==> config.mk <==
export PLATFORM = sky130hd
export DESIGN_NAME = icache_fill_ctrl
export DESIGN_NICKNAME = d
export VERILOG_FILES = /design/src/rtl/icache_pkg.sv /design/src/rtl/icache_port0_arb.sv /design/src/rtl/icache_fill_ctrl.sv
export SDC_FILE = /design/constraint.sdc
export NUM_CORES = 1
export LEC_CHECK = 0
export CORE_MARGIN = 8
export CORE_UTILIZATION = 32
export CTS_BUF_LIST = sky130_fd_sc_hd__clkbuf_2 sky130_fd_sc_hd__clkbuf_4 sky130_fd_sc_hd__clkbuf_8
export CTS_CLUSTER_SIZE = 24
export DETAILED_ROUTE_END_ITERATION = 6
export PLACE_DENSITY = 0.88
export SYNTH_ARGS = -nofsm -noshare
export SYNTH_HDL_FRONTEND = slang
export SYNTH_HIERARCHICAL = 1
export SYNTH_SLANG_ARGS = --single-unit
==> constraint.sdc <==
create_clock -name clk -period 1.7 [get_ports clk]
set_input_delay 0.17 -clock clk [delete_from_list [all_inputs] [get_ports clk]]
set_output_delay 0.17 -clock clk [all_outputs]
set_load 0.05 [all_outputs]
==> src/rtl/icache_pkg.sv <==
// Shared definitions for the instruction-cache refill controller.
// Holds the controller state encoding and the default geometry constants.
package icache_pkg;

  localparam int IC_WORD_SIZE     = 64;
  localparam int IC_LINE_WORDS    = 8;
  localparam int IC_SIZE_IN_WORDS = 1024;

  typedef enum logic [2:0] {
    IDLE,
    REQ,
    FILL,
    DONE,
    FLUSH
  } icfill_state_t;

endpackage

==> src/rtl/icache_port0_arb.sv <==
// Port-0 arbiter for the icache data SRAM: a refill/flush write always beats a
// debug read in the same cycle. Also tracks outstanding debug reads through the
// two-cycle SRAM read path (macro cycle plus wrapper output register).
module icache_port0_arb
  import icache_pkg::*;
#(
  parameter int ADDR_LEN  = $clog2(IC_SIZE_IN_WORDS),
  parameter int WORD_SIZE = IC_WORD_SIZE
) (
  input  logic                   clk,
  input  logic                   rst,
  input  logic                   wr_en,
  input  logic [ADDR_LEN-1:0]    wr_addr,
  input  logic [WORD_SIZE-1:0]   wr_data,
  input  logic                   dbg_valid,
  input  logic [ADDR_LEN-1:0]    dbg_addr,
  output logic                   dbg_ready,
  output logic                   dbg_rvalid,
  output logic [WORD_SIZE-1:0]   dbg_rdata,
  output logic                   sram_nce0,
  output logic                   sram_nwe0,
  output logic [ADDR_LEN-1:0]    sram_addr0,
  output logic [WORD_SIZE-1:0]   sram_wdata0,
  output logic [WORD_SIZE/8-1:0] sram_wmask0,
  input  logic [WORD_SIZE-1:0]   sram_rdata0
);

  logic [ADDR_LEN-1:0]  hold_addr_q;
  logic [WORD_SIZE-1:0] hold_wdata_q;
  logic [1:0]           rd_pipe_q;

  assign dbg_ready   = dbg_valid & ~wr_en;
  assign sram_wmask0 = '1;

  // Port-0 mux: write first, then debug read; an idle port keeps its last address/data
  always_comb begin
    sram_nce0   = 1'b1;
    sram_nwe0   = 1'b1;
    sram_addr0  = hold_addr_q;
    sram_wdata0 = hold_wdata_q;
    if (wr_en) begin
      sram_nce0   = 1'b0;
      sram_nwe0   = 1'b0;
      sram_addr0  = wr_addr;
      sram_wdata0 = wr_data;
    end else if (dbg_ready) begin
      sram_nce0  = 1'b0;
      sram_addr0 = dbg_addr;
    end
  end

  // Remember the last driven address/data and shift debug grants toward dbg_rvalid
  always_ff @(posedge clk) begin
    if (rst) begin
      hold_addr_q  <= '0;
      hold_wdata_q <= '0;
      rd_pipe_q    <= '0;
    end else begin
      if (!sram_nce0) begin
        hold_addr_q  <= sram_addr0;
        hold_wdata_q <= sram_wdata0;
      end
      rd_pipe_q <= {rd_pipe_q[0], dbg_ready};
    end
  end

  assign dbg_rvalid = rd_pipe_q[1];
  assign dbg_rdata  = rd_pipe_q[1] ? sram_rdata0 : '0;

endmodule

==> src/rtl/icache_fill_ctrl.sv <==
// Instruction-cache refill controller owning SRAM port 0.
// Requests a missing line from memory, writes the returned beats into the data
// SRAM and shares the port with debug reads (writes take priority).
// Define ICFILL_FLUSH_EN to add the flush_req/flush_busy ports and the
// full-array zeroing walk; without it the controller only refills.
module icache_fill_ctrl
  import icache_pkg::*;
#(
  parameter int SIZE_IN_WORDS = IC_SIZE_IN_WORDS,
  parameter int WORD_SIZE     = IC_WORD_SIZE,
  parameter int LINE_WORDS    = IC_LINE_WORDS,
  parameter int ADDR_LEN      = $clog2(SIZE_IN_WORDS),
  parameter int LINE_IDX_LEN  = ADDR_LEN - $clog2(LINE_WORDS)
) (
  input  logic                    clk,
  input  logic                    rst,
  input  logic                    miss_valid,
  output logic                    miss_ready,
  input  logic [LINE_IDX_LEN-1:0] miss_line,
  output logic                    mem_req_valid,
  input  logic                    mem_req_ready,
  output logic [LINE_IDX_LEN-1:0] mem_req_line,
  input  logic                    mem_rvalid,
  input  logic [WORD_SIZE-1:0]    mem_rdata,
  output logic                    fill_done,
  output logic [LINE_IDX_LEN-1:0] fill_line,
  input  logic                    dbg_valid,
  output logic                    dbg_ready,
  input  logic [ADDR_LEN-1:0]     dbg_addr,
  output logic                    dbg_rvalid,
  output logic [WORD_SIZE-1:0]    dbg_rdata,
`ifdef ICFILL_FLUSH_EN
  input  logic                    flush_req,
  output logic                    flush_busy,
`endif
  output logic                    sram_nce0,
  output logic                    sram_nwe0,
  output logic [ADDR_LEN-1:0]     sram_addr0,
  output logic [WORD_SIZE-1:0]    sram_wdata0,
  output logic [WORD_SIZE/8-1:0]  sram_wmask0,
  input  logic [WORD_SIZE-1:0]    sram_rdata0
);

  localparam int BEAT_LEN = $clog2(LINE_WORDS);
  localparam logic [BEAT_LEN-1:0] LAST_BEAT = BEAT_LEN'(LINE_WORDS - 1);

  icfill_state_t state_q, state_d;
  logic [LINE_IDX_LEN-1:0] line_q;
  logic [BEAT_LEN-1:0]     beat_cnt_q;
  logic                    miss_accept;
  logic                    fill_beat;
  logic                    wr_en;
  logic [ADDR_LEN-1:0]     wr_addr;
  logic [WORD_SIZE-1:0]    wr_data;

`ifdef ICFILL_FLUSH_EN
  localparam logic [ADDR_LEN-1:0] LAST_WORD = ADDR_LEN'(SIZE_IN_WORDS - 1);
  logic                flush_pend_q;
  logic [ADDR_LEN-1:0] flush_addr_q;

  assign flush_busy = flush_pend_q;
`endif

  // State register
  always_ff @(posedge clk) begin
    if (rst) begin
      state_q <= IDLE;
    end else begin
      state_q <= state_d;
    end
  end

  // Next-state logic and the write request handed to the port-0 arbiter
  always_comb begin
    state_d       = state_q;
    miss_ready    = 1'b0;
    mem_req_valid = 1'b0;
    fill_done     = 1'b0;
    miss_accept   = 1'b0;
    fill_beat     = 1'b0;
    wr_en         = 1'b0;
    wr_addr       = {line_q, beat_cnt_q};
    wr_data       = mem_rdata;
    case (state_q)
`ifdef ICFILL_FLUSH_EN
      IDLE: begin
        if (flush_pend_q) begin
          state_d = FLUSH;
        end else begin
          miss_ready = 1'b1;
          if (miss_valid) begin
            miss_accept = 1'b1;
            state_d     = REQ;
          end
        end
      end
`else
      IDLE: begin
        miss_ready = 1'b1;
        if (miss_valid) begin
          miss_accept = 1'b1;
          state_d     = REQ;
        end
      end
`endif
      REQ: begin
        mem_req_valid = 1'b1;
        if (mem_req_ready) begin
          state_d = FILL;
        end
      end
      FILL: begin
        if (mem_rvalid) begin
          fill_beat = 1'b1;
          wr_en     = 1'b1;
          if (beat_cnt_q == LAST_BEAT) begin
            state_d = DONE;
          end
        end
      end
      DONE: begin
        fill_done = 1'b1;
`ifdef ICFILL_FLUSH_EN
        state_d = flush_pend_q ? FLUSH : IDLE;
`else
        state_d = IDLE;
`endif
      end
`ifdef ICFILL_FLUSH_EN
      FLUSH: begin
        wr_en   = 1'b1;
        wr_addr = flush_addr_q;
        wr_data = '0;
        if (flush_addr_q == LAST_WORD) begin
          state_d = IDLE;
        end
      end
`endif
      default: begin
        state_d = IDLE;
      end
    endcase
  end

  // Latch the missing line and step the beat counter as beats are written
  always_ff @(posedge clk) begin
    if (rst) begin
      line_q     <= '0;
      beat_cnt_q <= '0;
    end else if (miss_accept) begin
      line_q     <= miss_line;
      beat_cnt_q <= '0;
    end else if (fill_beat) begin
      beat_cnt_q <= (beat_cnt_q == LAST_BEAT) ? '0 : beat_cnt_q + BEAT_LEN'(1);
    end
  end

`ifdef ICFILL_FLUSH_EN
  // Hold a flush request until the walk over every word has finished
  always_ff @(posedge clk) begin
    if (rst) begin
      flush_pend_q <= 1'b0;
      flush_addr_q <= '0;
    end else begin
      if (flush_req && !flush_pend_q) begin
        flush_pend_q <= 1'b1;
      end
      if (state_q == FLUSH) begin
        if (flush_addr_q == LAST_WORD) begin
          flush_addr_q <= '0;
          flush_pend_q <= 1'b0;
        end else begin
          flush_addr_q <= flush_addr_q + ADDR_LEN'(1);
        end
      end
    end
  end
`endif

  assign mem_req_line = line_q;
  assign fill_line    = fill_done ? line_q : '0;

  icache_port0_arb #(
    .ADDR_LEN  (ADDR_LEN),
    .WORD_SIZE (WORD_SIZE)
  ) u_arb (
    .clk         (clk),
    .rst         (rst),
    .wr_en       (wr_en),
    .wr_addr     (wr_addr),
    .wr_data     (wr_data),
    .dbg_valid   (dbg_valid),
    .dbg_addr    (dbg_addr),
    .dbg_ready   (dbg_ready),
    .dbg_rvalid  (dbg_rvalid),
    .dbg_rdata   (dbg_rdata),
    .sram_nce0   (sram_nce0),
    .sram_nwe0   (sram_nwe0),
    .sram_addr0  (sram_addr0),
    .sram_wdata0 (sram_wdata0),
    .sram_wmask0 (sram_wmask0),
    .sram_rdata0 (sram_rdata0)
  );

endmodule
==> impl_metrics.tcl <==
set metrics [dict create \
    outcome "complete, but fails checks" \
    violations "negative setup slack" \
    seqPwrFrac_pct 23.1 \
    synthDistinctLibCells 25 \
    die_w_um 131 \
    dieArea_um2 17200 \
    final_common_cell "clkdlybuf4s50_1" \
    grt_max_degree 50 \
    p_switching_mw 4.44 \
    multi_input_area_um2 2750 \
    p_leak_nw 4.02 \
    crit_chain "inv_2, ha_4, nand2_8, clkinv_8, buf_16, mux2_4, buf_12" \
    num_io_pins 318 \
    drt-initial-drc-count 134 \
    syn-instance-count 423 \
    final_cell_area_um2 9720 \
    cts_made_buffers 9 \
    wirelength_um 19400 \
    syn_area_um2 4260 \
    cts.sinks 88 \
    total_power_mw 10.7 \
    rsz0062_at_grt "yes" \
    place_area_um2 9060 \
    cts-root-buf "clkbuf_8" \
    vias 4244 \
    ctsLongestPathBuffers 2 \
    synth_seq_cells 88 \
    insertion_delay_ns 0.36 \
    drv_cap 0 \
    cp_max_fo 13 \
    core_um2 13100 \
    setup_viol 77 \
    hold_class "input port to flip-flop" \
    avgSynthCellArea_um2 10.1 \
    initial_core_util_pct 32.4 \
    setup_ws_ns -0.265 \
    drc_errors 0 \
    drt_first_pass_iters 4 \
    vdd_drop_max_v 0.000724 \
    critical_path_class "flip-flop to output pin" \
    startpoint_type "flip-flop" \
    path_buf_inv 4 \
    cp_top_family "buffers and inverters" \
    grt_overflow 0 \
    ff_latch_area_um2 1770 \
    hold_violations 0 \
    p_int_mw 6.27 \
    crit_path_top_delay_cell "dfxtp_2" \
    io_buffers 309 \
    routabilityCongestion 0.844 \
    final_cell_mix "clkdlybuf4s50_1 (149), buf_12 (118), dfxtp_1 (85)" \
    final_antenna_net_count 0 \
    htreeDepth 3 \
    cts_tree "done" \
    grt_pass1_wl_um 29000 \
    die_h_um 131 \
    area_growth_pct 128 \
    nFillCells 799 \
    vias_per_cell 4.56 \
    cp.arrival_ns 1.79 \
    rows 42 \
    yosysWarnings 6 \
    slew_headroom_pct 61.8 \
    final_max_slew_viol_count 0 \
    cts_hold_buf 0 \
    required_ns 1.53 \
    clk_pin_slew_ns 0.09 \
    tightest_slew_ns 0.573 \
    clock_skew_ns 0.0127 \
    comb_power_share_pct 62.9 \
    pwr_density_cell_nw_per_um2 1100 \
    antenna_found_initial 2 \
    ys_seq_area_share_pct 41.4 \
    cpPeakStageDelay_ns 0.34 \
    fmax_ghz 0.509 \
    layout_worst_path_cycle_share_pct 116 \
    p_clk_share_pct 14.0 \
    period_minus_slack_ns 1.96 \
    grtUsageTotal_pct 21.3 \
    nNetsFinal 906 \
    swShare_pct 41.4 \
    place_ws_ns -0.206 \
    grt_pass1_vias 4845 \
    routedWlPerCell_um 20.8 \
    hpwl_um 15700 \
    crit_path_end_kind "output pin" \
    drive_gt1_share_pct 49.5 \
]
==> power groups by stage <==
stage / Clock [mW] / Sequential (mW) / Combinational [mW]
after CTS: 1.55 / 2.46 / 6.61
after global placement: 0 / 2.49 / 6.06
after global routing: 1.64 / 2.50 / 6.98
after detailed placement: 0 / 2.51 / 6.20
after floorplan: 0 / 2.59 / 3.51
final: 1.50 / 2.47 / 6.74
==> synthesized netlist by cell type <==
library cell / instances / area [um2]
a21oi_1: 17 / 85.1
nand4b_1: 1 / 8.76
and2_1: 72 / 450
a222oi_1: 1 / 10.0
ha_1: 7 / 87.6
nor2_1: 4 / 15.0
nand2_1: 18 / 67.6
buf_4: 8 / 60.1
mux2_1: 1 / 11.3
nor2b_4: 2 / 27.5
conb_1: 1 / 3.75
nand2b_1: 2 / 12.5
mux2_2: 49 / 552
mux2i_1: 13 / 130
buf_1: 1 / 3.75
nor2b_1: 75 / 469
dfxtp_1: 88 / 1760
buf_6: 4 / 45.0
mux2_4: 15 / 225
a211oi_1: 11 / 82.6
nor3_1: 3 / 15.0
buf_8: 1 / 15.0
clkbuf_1: 16 / 60.1
inv_1: 6 / 22.5
buf_2: 7 / 35.0
==> logic make-up (layout without fill, tap and decap cells) <==
group	after synthesis	count (layout)	synth area share, %
fa+ha+maj	7	7	2.06
other cells	1	10	0.0881
compound gates	29	29	4.17
simple gates	177	177	25.0
buf+inv	43	366	5.67
mux	78	78	21.6
flops	88	88	41.4
==> flip-flops by register name, indices dropped and copies added, names as in the netlist <==
signal	flops
mem_req_line	7
u_arb/hold_wdata_q	64
state_q	2
u_arb/rd_pipe_q	2
beat_cnt_q	3
u_arb/hold_addr_q	10
==> cell type report <==
type	count	area share, %
repair buffers	343	48.6
multi-input cells	299	28.3
flip-flops and latches	88	18.2
well taps	176	2.27
clock buffers	9	1.27
clock inverters	7	0.811
inverters	6	0.438
repair inverters	1	0.116
diodes	2	0.0515
==> through the flow <==
step           setup TNS, ns  hold slack [ns]  util, %  instances
2_1_floorplan          -2.01            0.306        -        430
3_3_place_gp          -13.11            0.435     69.0        907
3_5_place_dp          -16.33            0.426     69.0        907
4_1_cts               -19.76            0.139     73.0        926
5_1_grt               -22.66            0.192     74.0        931
6_report              -17.10            0.167     74.0        931
==> layer usage <==
layer  vias to the layer above  GRT usage, %  wire (um)  share of wire, %
li1                       2017             -          -                 -
met4                         0          8.10        522               2.7
met5                         -             0          0                 0
met3                        27          8.08       1660               8.6
met2                       212          40.6      10500                54
met1                      1988          20.2       6690                35
==> worst paths after layout <==
check	slack [ns]	endpoint	from	cells after the start
max reg2reg	0.05	state_q[0]	beat_cnt_q[2]	5
min reg2reg	0.44	u_arb/rd_pipe_q[1]	u_arb/rd_pipe_q[0]	1
min	0.17	state_q[1]	rst	3
max	-0.26	sram_wdata0[21]	state_q[0]	7
==> worst reg2reg max path, stage by stage, from the launching register on <==
cell and delay [ns]:
dfxtp_1 0.47, ha_2 0.26, nand2_1 0.06, a222oi_1 0.26
buf_4 0.18, mux2_4 0.30
==> what timing repair did <==
action | 4_1_cts | 5_1_grt
buffers inserted | 4 | 1
endpoints found under the setup margin | 85 | 134
pin swaps | 3 | 1
gates cloned | 2 | 3
gates resized for setup | 68 | 16
Note: power is estimated with default switching activity, not from simulation.
